<file path="config.mk">
export PLATFORM = sky130hd
export DESIGN_NAME = miner_axis_ctrl
export DESIGN_NICKNAME = d
export VERILOG_FILES = /design/src/rtl/miner_ctrl_pkg.sv /design/src/rtl/miner_res_serializer.sv /design/src/rtl/miner_axis_ctrl.sv
export SDC_FILE = /design/constraint.sdc
export NUM_CORES = 1
export LEC_CHECK = 0
export BUFFER_PORTS_ARGS = -buffer_cell sky130_fd_sc_hd__buf_4
export CORE_AREA = 3 3 412 414
export CTS_CLUSTER_SIZE = 8
export DETAILED_ROUTE_END_ITERATION = 7
export DIE_AREA = 0 0 415 417
export HOLD_SLACK_MARGIN = 0.02
export PLACE_DENSITY = 0.43
export SLEW_MARGIN = 20
export SYNTH_ARGS = -nofsm -noshare
export SYNTH_HDL_FRONTEND = slang
export SYNTH_SLANG_ARGS = --single-unit
</file>
<file path="constraint.sdc">
create_clock -name aclk -period 3.1 [get_ports aclk]
set_input_delay 0 -clock aclk [delete_from_list [all_inputs] [get_ports aclk]]
set_output_delay 0 -clock aclk [all_outputs]
set_load 0.01 [all_outputs]
</file>
<file path="src/rtl/miner_ctrl_pkg.sv">
// Shared types and constants for the miner AXI4-Stream sequencer.
//   state_e   : sequencer FSM states
//   hdr_t     : assembled block-header payload handed to the miner
//   put_word  : writes one 32-bit word into a 256-bit field, MS word at k=0
package miner_ctrl_pkg;

    localparam int unsigned WORD_W    = 32;
    localparam int unsigned HASH_W    = 256;
    localparam int unsigned IDX_W     = 5;
    localparam int unsigned RES_IDX_W = 3;
    localparam int unsigned TCNT_W    = 32;

    localparam int unsigned HDR_WORDS = 20;
    localparam int unsigned RES_WORDS = 8;

    // Header word-index boundaries; word 0 is the version.
    localparam int unsigned W_PREV    = 1;
    localparam int unsigned W_MERKLE  = 9;
    localparam int unsigned W_TIME    = 17;
    localparam int unsigned W_NBITS   = 18;
    localparam int unsigned W_NONCE   = 19;

    typedef enum logic [1:0] {
        ST_LOAD  = 2'd0,
        ST_START = 2'd1,
        ST_WAIT  = 2'd2,
        ST_SEND  = 2'd3
    } state_e;

    typedef struct packed {
        logic [WORD_W-1:0] version;
        logic [HASH_W-1:0] prev_hash;
        logic [HASH_W-1:0] merkle;
        logic [WORD_W-1:0] blk_time;
        logic [WORD_W-1:0] nbits;
        logic [WORD_W-1:0] nonce;
    } hdr_t;

    // Word k lands in bits [255-32k -: 32].
    function automatic logic [HASH_W-1:0] put_word(
        input logic [HASH_W-1:0]    field,
        input logic [RES_IDX_W-1:0] k,
        input logic [WORD_W-1:0]    word
    );
        logic [HASH_W-1:0] r;
        r = field;
        for (int unsigned i = 0; i < RES_WORDS; i++) begin
            if (RES_IDX_W'(i) == k) begin
                r[HASH_W-1-WORD_W*i -: WORD_W] = word;
            end
        end
        return r;
    endfunction

endpackage

</file>
<file path="src/rtl/miner_res_serializer.sv">
// 256-bit to 8x32 AXI4-Stream serializer, MS word first.
//   aclk, aresetn : clock, async active-low reset
//   load_i        : capture data_i and start presenting word 0
//   data_i        : 256-bit result
//   tdata_o/tvalid_o/tlast_o/tready_i : AXI4-Stream master
//   last_hs_c_o   : combinational, high on the handshake of word 7
module miner_res_serializer
    import miner_ctrl_pkg::*;
(
    input  logic              aclk,
    input  logic              aresetn,
    input  logic              load_i,
    input  logic [HASH_W-1:0] data_i,
    output logic [WORD_W-1:0] tdata_o,
    output logic              tvalid_o,
    output logic              tlast_o,
    input  logic              tready_i,
    output logic              last_hs_c_o
);

    logic [HASH_W-1:0]    buf_q, buf_d;
    logic [RES_IDX_W-1:0] idx_q, idx_d;
    logic                 tvalid_q, tvalid_d;
    logic                 tlast_q, tlast_d;
    logic                 hs_c;

    assign hs_c        = tvalid_q & tready_i;
    assign last_hs_c_o = hs_c && (idx_q == RES_IDX_W'(RES_WORDS - 1));

    // Shift the buffer left on each accepted word; the top word is always on tdata.
    always_comb begin
        buf_d    = buf_q;
        idx_d    = idx_q;
        tvalid_d = tvalid_q;
        tlast_d  = tlast_q;
        if (load_i) begin
            buf_d    = data_i;
            idx_d    = '0;
            tvalid_d = 1'b1;
            tlast_d  = 1'b0;
        end else if (hs_c) begin
            if (idx_q == RES_IDX_W'(RES_WORDS - 1)) begin
                tvalid_d = 1'b0;
                tlast_d  = 1'b0;
            end else begin
                buf_d   = {buf_q[HASH_W-WORD_W-1:0], WORD_W'(0)};
                idx_d   = idx_q + RES_IDX_W'(1);
                tlast_d = (idx_d == RES_IDX_W'(RES_WORDS - 1));
            end
        end
    end

    always_ff @(posedge aclk or negedge aresetn) begin
        if (!aresetn) begin
            buf_q    <= '0;
            idx_q    <= '0;
            tvalid_q <= 1'b0;
            tlast_q  <= 1'b0;
        end else begin
            buf_q    <= buf_d;
            idx_q    <= idx_d;
            tvalid_q <= tvalid_d;
            tlast_q  <= tlast_d;
        end
    end

    assign tdata_o  = buf_q[HASH_W-1 -: WORD_W];
    assign tvalid_o = tvalid_q;
    assign tlast_o  = tlast_q;

endmodule

</file>
<file path="src/rtl/miner_axis_ctrl.sv">
// Sequencer between an AXI4-Stream header source and the bitcoin miner core.
//   s_axis_*   : 20-word block header in (slave)
//   m_axis_*   : 8-word 256-bit result out (master)
//   blk_*, prev_blk_header_hash, merkle_root_hash : header fields to miner
//   start / miner_abort : one-cycle pulses to miner
//   bitcoin_done/blk/nonce : miner result inputs
//   found_nonce, busy, hdr_err, timeout_err, blocks_done : status
module miner_axis_ctrl
    import miner_ctrl_pkg::*;
#(
    parameter int unsigned TIMEOUT_CYCLES = 0,
    parameter bit          CHECK_TLAST    = 1'b1
) (
    input  logic              aclk,
    input  logic              aresetn,
    input  logic [31:0]       s_axis_tdata,
    input  logic              s_axis_tvalid,
    input  logic              s_axis_tlast,
    output logic              s_axis_tready,
    output logic [31:0]       m_axis_tdata,
    output logic              m_axis_tvalid,
    output logic              m_axis_tlast,
    input  logic              m_axis_tready,
    output logic [31:0]       blk_version,
    output logic [255:0]      prev_blk_header_hash,
    output logic [255:0]      merkle_root_hash,
    output logic [31:0]       blk_time,
    output logic [31:0]       blk_nbits,
    output logic [31:0]       blk_nonce,
    output logic              start,
    output logic              miner_abort,
    input  logic              bitcoin_done,
    input  logic [255:0]      bitcoin_blk,
    input  logic [31:0]       bitcoin_nonce,
    output logic [31:0]       found_nonce,
    output logic              busy,
    output logic              hdr_err,
    output logic              timeout_err,
    output logic [31:0]       blocks_done
);

    state_e              state_q, state_d;
    logic [IDX_W-1:0]    widx_q, widx_d;
    hdr_t                hdr_q, hdr_d;
    logic [TCNT_W-1:0]   tcnt_q, tcnt_d;
    logic [WORD_W-1:0]   found_q, found_d;
    logic [WORD_W-1:0]   blocks_q, blocks_d;
    logic                hdr_err_q, hdr_err_d;
    logic                tout_err_q, tout_err_d;
    logic                start_q, start_d;
    logic                abort_q, abort_d;
    logic                tready_q, tready_d;
    logic                busy_q, busy_d;
    logic                s_hs_c;
    logic                ser_load_c;
    logic                ser_last_c;

    assign s_hs_c = s_axis_tvalid & tready_q;

    // Next-state, field assembly and status updates.
    always_comb begin
        state_d    = state_q;
        widx_d     = widx_q;
        hdr_d      = hdr_q;
        tcnt_d     = tcnt_q;
        found_d    = found_q;
        blocks_d   = blocks_q;
        hdr_err_d  = hdr_err_q;
        tout_err_d = tout_err_q;
        abort_d    = 1'b0;
        ser_load_c = 1'b0;

        unique case (state_q)
            ST_LOAD: begin
                if (s_hs_c) begin
                    // Early tlast: drop the word and restart the header.
                    if (CHECK_TLAST && s_axis_tlast && (widx_q != IDX_W'(W_NONCE))) begin
                        hdr_err_d = 1'b1;
                        widx_d    = '0;
                    end else begin
                        if (widx_q < IDX_W'(W_PREV)) begin
                            hdr_d.version = s_axis_tdata;
                        end else if (widx_q < IDX_W'(W_MERKLE)) begin
                            hdr_d.prev_hash = put_word(hdr_q.prev_hash,
                                RES_IDX_W'(widx_q - IDX_W'(W_PREV)), s_axis_tdata);
                        end else if (widx_q < IDX_W'(W_TIME)) begin
                            hdr_d.merkle = put_word(hdr_q.merkle,
                                RES_IDX_W'(widx_q - IDX_W'(W_MERKLE)), s_axis_tdata);
                        end else if (widx_q == IDX_W'(W_TIME)) begin
                            hdr_d.blk_time = s_axis_tdata;
                        end else if (widx_q == IDX_W'(W_NBITS)) begin
                            hdr_d.nbits = s_axis_tdata;
                        end else begin
                            hdr_d.nonce = s_axis_tdata;
                        end

                        if (widx_q == IDX_W'(HDR_WORDS - 1)) begin
                            // Missing tlast is flagged but the header is kept.
                            if (CHECK_TLAST && !s_axis_tlast) begin
                                hdr_err_d = 1'b1;
                            end
                            widx_d  = '0;
                            state_d = ST_START;
                        end else begin
                            widx_d = widx_q + IDX_W'(1);
                        end
                    end
                end
            end
            ST_START: begin
                tcnt_d  = '0;
                state_d = ST_WAIT;
            end
            ST_WAIT: begin
                // Done takes priority over a coincident timeout.
                if (bitcoin_done) begin
                    ser_load_c = 1'b1;
                    found_d    = bitcoin_nonce;
                    state_d    = ST_SEND;
                end else if ((TIMEOUT_CYCLES != 0) &&
                             (tcnt_q == TCNT_W'(TIMEOUT_CYCLES - 1))) begin
                    tout_err_d = 1'b1;
                    abort_d    = 1'b1;
                    state_d    = ST_LOAD;
                end else begin
                    tcnt_d = tcnt_q + TCNT_W'(1);
                end
            end
            ST_SEND: begin
                if (ser_last_c) begin
                    blocks_d = blocks_q + WORD_W'(1);
                    widx_d   = '0;
                    state_d  = ST_LOAD;
                end
            end
            default: begin
                state_d = ST_LOAD;
            end
        endcase

        // Registered decodes line up with the state they describe.
        start_d  = (state_d == ST_START);
        tready_d = (state_d == ST_LOAD);
        busy_d   = (state_d != ST_LOAD);
    end

    // State register.
    always_ff @(posedge aclk or negedge aresetn) begin
        if (!aresetn) begin
            state_q <= ST_LOAD;
        end else begin
            state_q <= state_d;
        end
    end

    // Datapath and status registers.
    always_ff @(posedge aclk or negedge aresetn) begin
        if (!aresetn) begin
            widx_q     <= '0;
            hdr_q      <= '0;
            tcnt_q     <= '0;
            found_q    <= '0;
            blocks_q   <= '0;
            hdr_err_q  <= 1'b0;
            tout_err_q <= 1'b0;
            start_q    <= 1'b0;
            abort_q    <= 1'b0;
            tready_q   <= 1'b0;
            busy_q     <= 1'b0;
        end else begin
            widx_q     <= widx_d;
            hdr_q      <= hdr_d;
            tcnt_q     <= tcnt_d;
            found_q    <= found_d;
            blocks_q   <= blocks_d;
            hdr_err_q  <= hdr_err_d;
            tout_err_q <= tout_err_d;
            start_q    <= start_d;
            abort_q    <= abort_d;
            tready_q   <= tready_d;
            busy_q     <= busy_d;
        end
    end

    miner_res_serializer u_ser (
        .aclk        (aclk),
        .aresetn     (aresetn),
        .load_i      (ser_load_c),
        .data_i      (bitcoin_blk),
        .tdata_o     (m_axis_tdata),
        .tvalid_o    (m_axis_tvalid),
        .tlast_o     (m_axis_tlast),
        .tready_i    (m_axis_tready),
        .last_hs_c_o (ser_last_c)
    );

    assign s_axis_tready        = tready_q;
    assign blk_version          = hdr_q.version;
    assign prev_blk_header_hash = hdr_q.prev_hash;
    assign merkle_root_hash     = hdr_q.merkle;
    assign blk_time             = hdr_q.blk_time;
    assign blk_nbits            = hdr_q.nbits;
    assign blk_nonce            = hdr_q.nonce;
    assign start                = start_q;
    assign miner_abort          = abort_q;
    assign found_nonce          = found_q;
    assign busy                 = busy_q;
    assign hdr_err              = hdr_err_q;
    assign timeout_err          = tout_err_q;
    assign blocks_done          = blocks_q;

endmodule

</file>
* Yosys cells after proc, flatten, opt, wreduce, memory -nomap -nowiden
Index checks and enable logic that the tools add are counted.
** Cells by class
- Reduce and logical (&&, ||, !) cells :: 37
- Add/subtract/negate cells :: 5
- Bitwise operators :: 8
- Multiplexer cells :: 28
- Magnitude comparators :: 3
- Equality and inequality tests :: 28
** Operator list (count)
- $mux 256 :: 3
- $reduce_and 7->1 :: 9
- $reduce_and 6->1 :: 8
- $add 32x1->32 const B :: 1
- $eq 3x3->1 const A :: 8
- $mux 5 :: 4
- $reduce_and 8->1 :: 2
- $eq 5x5->1 const B :: 3
- $eq 2x3->1 const A :: 4
- $mux 1 :: 11
- $mux 2 :: 5
- $pmux 5 s2 :: 1
- $reduce_bool 2->1 :: 5
- $mux 3 :: 3
- $pmux 2 s4 :: 1
- $reduce_and 2->1 :: 4
- $reduce_and 4->1 :: 2
- $eq 1x3->1 const A :: 2
- $eq 3x3->1 const B :: 2
- $logic_not 3->1 :: 2
- $ne 2x2->1 const B :: 3
- $not 1->1 :: 6
- $sub 3x1->3 const B :: 2
- $add 5x1->5 const B :: 1
- 12 further kinds :: 17
** Word-level totals
- Register bits after elaboration :: 976
- Word-level logic and storage cells :: 141
- Input bits :: 326
- Output and inout bits :: 744

* Depth between registers and ports, before layout
Gate-level depths: netlist of the first run.
- Word-level depth :: 6
- Depth in mapped cells :: 10
- Depth with buffers taken out :: 8

* Hierarchy
From an unflattened synthesis of the first run, not the netlist that was laid out.
** Second synthesis, totals
- Cells, all modules :: 3124
- Area, all modules :: 40146.0 µm²
** By module, submodules not included
- miner_axis_ctrl :: cells each 1706, instances 1, area each 27269.9 µm², seq. area each 17892.2 µm²
- miner_res_serializer :: cells each 1418, instances 1, area each 12876.1 µm², seq. area each 6531.3 µm²

* Worst setup path before layout of the first run
No wires, ideal clock.
- Path type :: reg-to-reg
- Start :: register widx_q[2]
- End :: register hdr_q (netlist bit blk_version[16])
- Data required time :: 2975 ps
- Period minus slack after synthesis :: 2715 ps
- Path slack :: 385 ps
- Cell stages (with the launch flop) :: 11
- Arrival :: 2590 ps
- Library setup time :: 125 ps
- Buffers on the path :: 3
- Path through :: dfrtp_1 -> buf_2 -> nor2_1 -> nand3_1 -> ha_1 -> nand3b_1 -> nor3_2 -> nor4bb_1 -> clkbuf_1 -> buf_2 -> mux2_2
** On the way
- Word-level cells in the longest chain between the ends :: 4
- Elaborated cells on any way between the ends :: 5
- Classes of those cells :: order compare (1); eq/ne (1); bitwise (1); reduce/logical (2)
** RTL lines
- from (decl) :: RTL line miner_axis_ctrl.sv:43 : logic [IDX_W-1:0] widx_q, widx_d;
- from (signal assigned) :: RTL line miner_axis_ctrl.sv:171 : widx_q <= widx_d;
- parallel branches: the longest is 3 deep, another holds $lt 5x1->1
- $reduce_and 4->1 (no line) *
- to (signal assigned) :: RTL line miner_axis_ctrl.sv:172 : hdr_q <= hdr_d;
- to (decl) :: RTL line miner_axis_ctrl.sv:44 : hdr_t hdr_q, hdr_d;
Mark *: on every way between the ends.
A chain may end at the register's enable or synchronous reset.

* Final worst setup path of the first run
- Start :: register u_ser.idx_q[1]
- End :: register u_ser.buf_q[44]
** On the way
- Word-level cells in the longest chain between the ends :: 3
** RTL lines
- from (decl) :: RTL line miner_res_serializer.sv:22 : logic [RES_IDX_W-1:0] idx_q, idx_d;
- from (signal assigned) :: RTL line miner_res_serializer.sv:61 : idx_q <= idx_d;
- $eq 3x3->1 :: RTL line miner_res_serializer.sv:42 : if (idx_q == RES_IDX_W'(RES_WORDS - 1)) begin
- $ne 2x2->1 (no line)
- $reduce_and 2->1 (no line)
- to (signal assigned) :: RTL line miner_res_serializer.sv:60 : buf_q <= buf_d;
- to (decl) :: RTL line miner_res_serializer.sv:21 : logic [HASH_W-1:0] buf_q, buf_d;
No other way between the ends.

==> run metrics, run 1 <==
Longest Clk Path Bufs 3; overall power 35600 uW; Starting Density 23.4%; GRT Util Overall 19.3%; initial antenna violation count 24; DRC Markers 0; RSZ-0062 raised after global routing false; Slew headroom 36.0%; final net count 4875; Main synth FF type dfrtp_1; final worst-path setup slack 0.271 ns; ys async rst share 100%; Setup CP Type reg -> reg; Setup violations, final 0; Leakage 0.0310 uW; global-route wire length before repair 241 mm; vias per cell 4.37; fill count 16390; final hold slack 0.0760 ns; die width 415 um; CP required 3.76 ns; Sink Count 976; WL/cell 25.2 um; EDFF count, synth 0; Synth top area share 62.7%; initial DRC count 1655; Mapped Area 39000 um^2; VDD IR max 0.000553 V; MaxCap Viol Count 0; CTS HTree Levels 4; type of origin of the critical path register; WP data arrival 3.49 ns; Worst Clk Skew 0.0565 ns; multi-input logic area 13400 um^2; gr ovfl total 0; max-slew violations 0; routability cong. 0.815; # rows 150; Port Buffers 1067; routed via count 29633; core area 167000 um^2; Yosys reg bits 976; Die H 417 um; synth warn 0; Worst Path Max Fanout 64; pre-CTS setup slack 0.437 ns; register area 24400 um^2; Cells after Synth 2799; Pwr Density 587 nW/um^2; most area-consuming cells after synthesis dfrtp_1 63%, mux2_2 19%, mux2i_1 5.8%, o21ai_0 2.9%, nand2_1 2.3%; Yosys cell types 47; largest area contributor in the netlist dfrtp_1; number of CTS-inserted buffers 141; Tmin final 2.83 ns; 1st-pass router iterations 7; Crit. End Element register; fraction of layout cells with a size suffix above 1 43.9%; Peak Freq 353 MHz; Final HPWL DP 122 mm; final setup TNS 0 ns; worst slew pin tran 0.952 ns; clock-pin slew on the worst setup and hold paths 0.05 ns; root buffer cell clkbuf_16; status finished, final reports clean; Routed WL 171 mm; Seq/Total Area, Yosys 62.7%; TritonCTS clock tree built; P&R area growth vs syn 55.4%; worst hold path class in -> reg; Avg Inst Size Synth 13.9 um^2; Die ar. 173000 um^2; Tcrit/Tclk final 91.3%; # IOs 1070; vias in the first global route 31044; Detail Route Antenna Nets 0; later-pin clock latency in the skew report 0.81 ns; endpoints failing hold 0; largest net degree at the start of global routing 129
## stage by stage
| step | cells | util [%] | cell area [um^2] |
|---|---|---|---|
| 3_3_place_gp | 5908 | 29.8 | 49600 |
| 5_1_grt | 6776 | 36.3 | 60500 |
| 6_report | 6780 | 36.3 | 60500 |
| 4_1_cts | 6759 | 36.3 | 60400 |
| 3_5_place_dp | 5908 | 29.8 | 49600 |
| 2_1_floorplan | 2800 | - | 39000 |
## sequential cells by signal (all words and copies together), names as in the netlist, 32 cells and up
signal,count
merkle_root_hash,256
blk_nbits,32
blk_time,32
blk_version,32
blk_nonce,32
found_nonce,32
blocks_done,32
u_ser.buf_q,256
prev_blk_header_hash,256
## layout by cell type, fill, tap and decap left out, drive strengths merged, types with 2 or more instances in the layout
cell         count
xnor2           25
or3              3
and3             7
o21ai          228
clkinv          11
diode           16
xor2             8
nand3           17
nand3b           2
conb             2
mux2           673
nand2          239
inv             10
nand2b           2
a22o            32
nor2            19
nor3             6
ha              11
a21oi            6
and4             4
clkbuf         149
buf           1163
nor4             3
dlygate4sd3    685
mux2i          226
dfrtp          976
nand4           31
and2             5
and4b            2
## where the power goes
group	internal, uW	total [uW]	leakage, uW	switching (uW)
sequential	14100	15200	0.0134	1050
clock	8300	14300	0.00193	6050
combinational	3120	6020	0.0156	2890
total	25600	35600	0.0310	9990
## cell usage after synthesis, types with 3 or more instances
master,count
dfrtp_1,976
and3_1,7
clkbuf_1,151
and2_1,5
nor2_1,19
o21ai_0,228
inv_1,5
xor2_1,8
nand4_1,31
mux2i_1,226
ha_1,11
a21oi_1,6
and4_1,4
buf_2,52
nor3_1,5
nand2_1,239
or3_1,3
a22o_1,32
nand3_1,17
mux2_1,8
buf_4,43
mux2_2,665
buf_1,5
xnor2_1,25
## critical path, stage by stage (launching register included)
cell           delay [ns]
dfrtp_1              0.37
ha_1                 0.16
ha_1                 0.35
nand3b_1             0.18
buf_4                0.27
buf_12               0.41
mux2i_1              0.24
o21ai_0              0.10
dlygate4sd3_1        0.60
## routing by layer
metal,share of wire [%],GRT usage [%],up-vias
met1,37,20.8,15324
met4,3.0,6.14,6
met2,54,36.6,854
met5,0.024,0,-
met3,5.5,5.01,214
li1,-,-,13235
## final timing paths
kind / from / endpoint / slack (ns) / cells past startpoint
max: u_ser.idx_q[1]$_DFFE_PN0P_ / u_ser.buf_q[44]$_DFFE_PN0P_ / 0.27 / 8
min: bitcoin_blk[223] / u_ser.buf_q[223]$_DFFE_PN0P_ / 0.08 / 4
max reg2reg: u_ser.idx_q[1]$_DFFE_PN0P_ / u_ser.buf_q[44]$_DFFE_PN0P_ / 0.27 / 8
min reg2reg: blocks_done[31]$_DFFE_PN0P_ / blocks_done[31]$_DFFE_PN0P_ / 0.48 / 1
max in group asynchronous: aresetn / u_ser.buf_q[98]$_DFFE_PN0P_ / 2.32 / 3
min in group asynchronous: aresetn / blk_time[10]$_DFFE_PN0P_ / 0.09 / 3
## cell families (layout without fill, tap and decap cells)
| logic type | after synthesis | after routing | synth area share (%) |
|---|---|---|---|
| buffers and inverters | 258 | 2018 | 3.07 |
| muxes | 899 | 899 | 25.3 |
| xor gates and xnor gates | 33 | 33 | 0.742 |
| adders and majority gates | 11 | 11 | 0.353 |
| AOI/OAI and AO/OA | 276 | 276 | 3.95 |
| DFF | 976 | 976 | 62.7 |
| other | 1 | 18 | 0.00963 |
| and+or+nand+nor | 345 | 345 | 3.92 |
## layout make-up
type                    instances  area share, %
diodes                         16         0.0661
clock buffers                 149           5.96
clock inverters                16          0.583
inverters                       5         0.0310
multi-input cells            1566           22.1
flip-flops and latches        976           40.3
well taps                    2204           4.55
repair buffers               1848           26.4
## what timing repair did
action | CTS | global route
hold buffers | 686 | 0
endpoints found under the hold margin | 1787 | 0
setup buffers | 0 | 4
gates resized for setup | 0 | 0
endpoints found under the setup margin | 0 | 2
Power figures use the tool's default switching activity.
==> run 2, diff against run 1 <==
--- a/config.mk
+++ b/config.mk
@@ -6,12 +6,14 @@
 export NUM_CORES = 1
 export LEC_CHECK = 0
 export BUFFER_PORTS_ARGS = -buffer_cell sky130_fd_sc_hd__buf_4
+export CELL_PAD_IN_SITES_DETAIL_PLACEMENT = 1
+export CELL_PAD_IN_SITES_GLOBAL_PLACEMENT = 1
 export CORE_AREA = 3 3 412 414
 export CTS_CLUSTER_SIZE = 8
 export DETAILED_ROUTE_END_ITERATION = 7
 export DIE_AREA = 0 0 415 417
 export HOLD_SLACK_MARGIN = 0.02
-export PLACE_DENSITY = 0.43
+export PLACE_DENSITY = 0.51
 export SLEW_MARGIN = 20
 export SYNTH_ARGS = -nofsm -noshare
 export SYNTH_HDL_FRONTEND = slang
==> run metrics, run 2 (synthesized netlist as in run 1, its figures left out) <==
most common cell after layout, fill and taps aside buf_4; Crit. End Element register; Leakage 0.0309 uW; Critical Path Max Stage Delay 0.64 ns; endpoints failing hold 0; Detail Route Antenna Nets 0; core area 167000 um^2; TritonCTS clock tree built; Setup CP Type reg -> reg; status finished, final reports clean; vias in the first global route 32351; Tcrit/Tclk final 93.0%; Tmin final 2.88 ns; type of origin of the critical path register; placed cell areas 49700 um^2; number of CTS-inserted buffers 143; Die H 417 um; final worst-path setup slack 0.216 ns; Setup Buffers After CTS 0; routed via count 30070; Worst Path Max Fanout 64; Final Instance Count excl. Fillers 6771; Routed WL 180 mm; Peak Freq 347 MHz; fill count 17819; vias per cell 4.44; Pwr Density 595 nW/um^2; max-slew violations 0; Setup violations, final 0; Largest delay share family, worst path buffers and inverters; final net count 4846; fraction of layout cells with a size suffix above 1 44.3%; worst slew pin tran 0.828 ns; pre-CTS setup slack 0.0496 ns; Starting Density 23.4%; CP required 3.80 ns; WP data arrival 3.58 ns; Final Core Density 36.3%; cells along the critical path nand2_1 > nor2_4 > buf_12 > nand2_1 > dlygate4sd3_1 > o21ai_0 > dlygate4sd3_1; post-route design area 60500 um^2; most frequent cells in the layout 1128 x buf_4, 976 x dfrtp_1, 665 x mux2_2; multi-input logic area 13400 um^2; Crit-path slowest cell dlygate4sd3_1; die width 415 um; Slew headroom 44.3%; clock-pin slew on the worst setup and hold paths 0.05 ns; GRT Util Overall 20.4%; initial DRC count 1384; Longest Clk Path Bufs 3; routability cong. 0.812; initial antenna violation count 46; gr ovfl total 0; # rows 150; P&R area growth vs syn 55.3%; 1st-pass router iterations 4; # IOs 1070; root buffer cell clkbuf_16; Sink Count 976; largest net degree at the start of global routing 104; worst path bufs/invs 3; register area 24400 um^2; WL/cell 26.6 um; Cells after DPL 5914; later-pin clock latency in the skew report 0.77 ns; MaxCap Viol Count 0; DRC Markers 0; Die ar. 173000 um^2; VDD IR max 0.000569 V; Worst Clk Skew 0.0458 ns; CTS HTree Levels 4; worst hold path class in -> reg; Final HPWL DP 128 mm; global-route wire length before repair 253 mm; Port Buffers 1067
## run 2: changes by cell type in the layout (fill, tap and decap cells not counted)
cell | previous run | this run
inv_16 | 5 | 3
dlygate4sd3_1 | 685 | 653
clkbuf_8 | 3 | 5
diode_2 | 16 | 33
nor3_2 | 1 | 0
bufinv_16 | 0 | 2
clkinv_4 | 0 | 1
buf_4 | 1133 | 1128
inv_6 | 0 | 1
nor3_4 | 0 | 1
buf_12 | 28 | 34
clkbuf_16 | 142 | 145
clkbuf_1 | 4 | 2
## run 2: final timing paths
check                                                  from                            to  slack, ns  depth (start not counted)
max in group asynchronous                           aresetn     blk_nbits[28]$_DFFE_PN0P_       2.32                          4
worst max register to register         state_q[1]$_DFF_PN0_  u_ser.buf_q[222]$_DFFE_PN0P_       0.22                          7
worst min-delay path                        bitcoin_blk[64]   u_ser.buf_q[64]$_DFFE_PN0P_       0.08                          4
worst max-delay path                   state_q[1]$_DFF_PN0_  u_ser.buf_q[222]$_DFFE_PN0P_       0.22                          7
min in group asynchronous                           aresetn      blk_time[10]$_DFFE_PN0P_       0.18                          3
worst min register to register  blocks_done[31]$_DFFE_PN0P_   blocks_done[31]$_DFFE_PN0P_       0.48                          1
## run 2: final cells by class
class | instances | area share, %
Sequential cell | 976 | 40.4
Timing Repair Buffer | 1817 | 26.0
Multi-Input combinational cell | 1566 | 22.1
Clock buffer | 152 | 6.12
Tap cell | 2204 | 4.56
Clock inverter | 18 | 0.645
Antenna cell | 33 | 0.137
Inverter | 5 | 0.0310
## run 2: what timing repair did
action / in CTS / in global routing
resized for setup: 1 / 0
endpoints found under the setup margin: 3 / 0
hold buffers: 654 / 0
endpoints found under the hold margin: 1675 / 0
## run 2: stage by stage
| stage | hold slack [ns] | setup TNS (ns) | total power, uW |
|---|---|---|---|
| 3_5_place_dp | 0.102 | 0 | 20500 |
| 6_report | 0.0825 | 0 | 36000 |
| 4_1_cts | 0.0201 | 0 | 36500 |
| 3_3_place_gp | 0.0927 | 0 | 20400 |
| 5_1_grt | 0.0447 | -0.00655 | 37900 |
| 2_1_floorplan | -0.296 | 0 | 17900 |
## run 2: layer usage
layer / vias up / part of all wire [%] / GRT usage [%]
met4: 8 / 4.0 / 8.10
met2: 880 / 53 / 37.9
met5: - / 0.031 / 0
met1: 15715 / 37 / 21.7
met3: 289 / 5.8 / 5.47
li1: 13178 / - / -
## run 2: worst reg2reg max path, delay by kind of cell (launching register included)
kind / cells / cell delay [ns]
flops: 1 / 0.49
simple gates: 3 / 0.67
buf+inv: 3 / 1.54
compound gates: 1 / 0.12
## run 2: report_power, final
group          internal [uW]  total [uW]  switching, uW
registers              14100       15200           1020
logic                   3090        6100           3010
clock network           8660       14700           6080
total                  25900       36000          10100
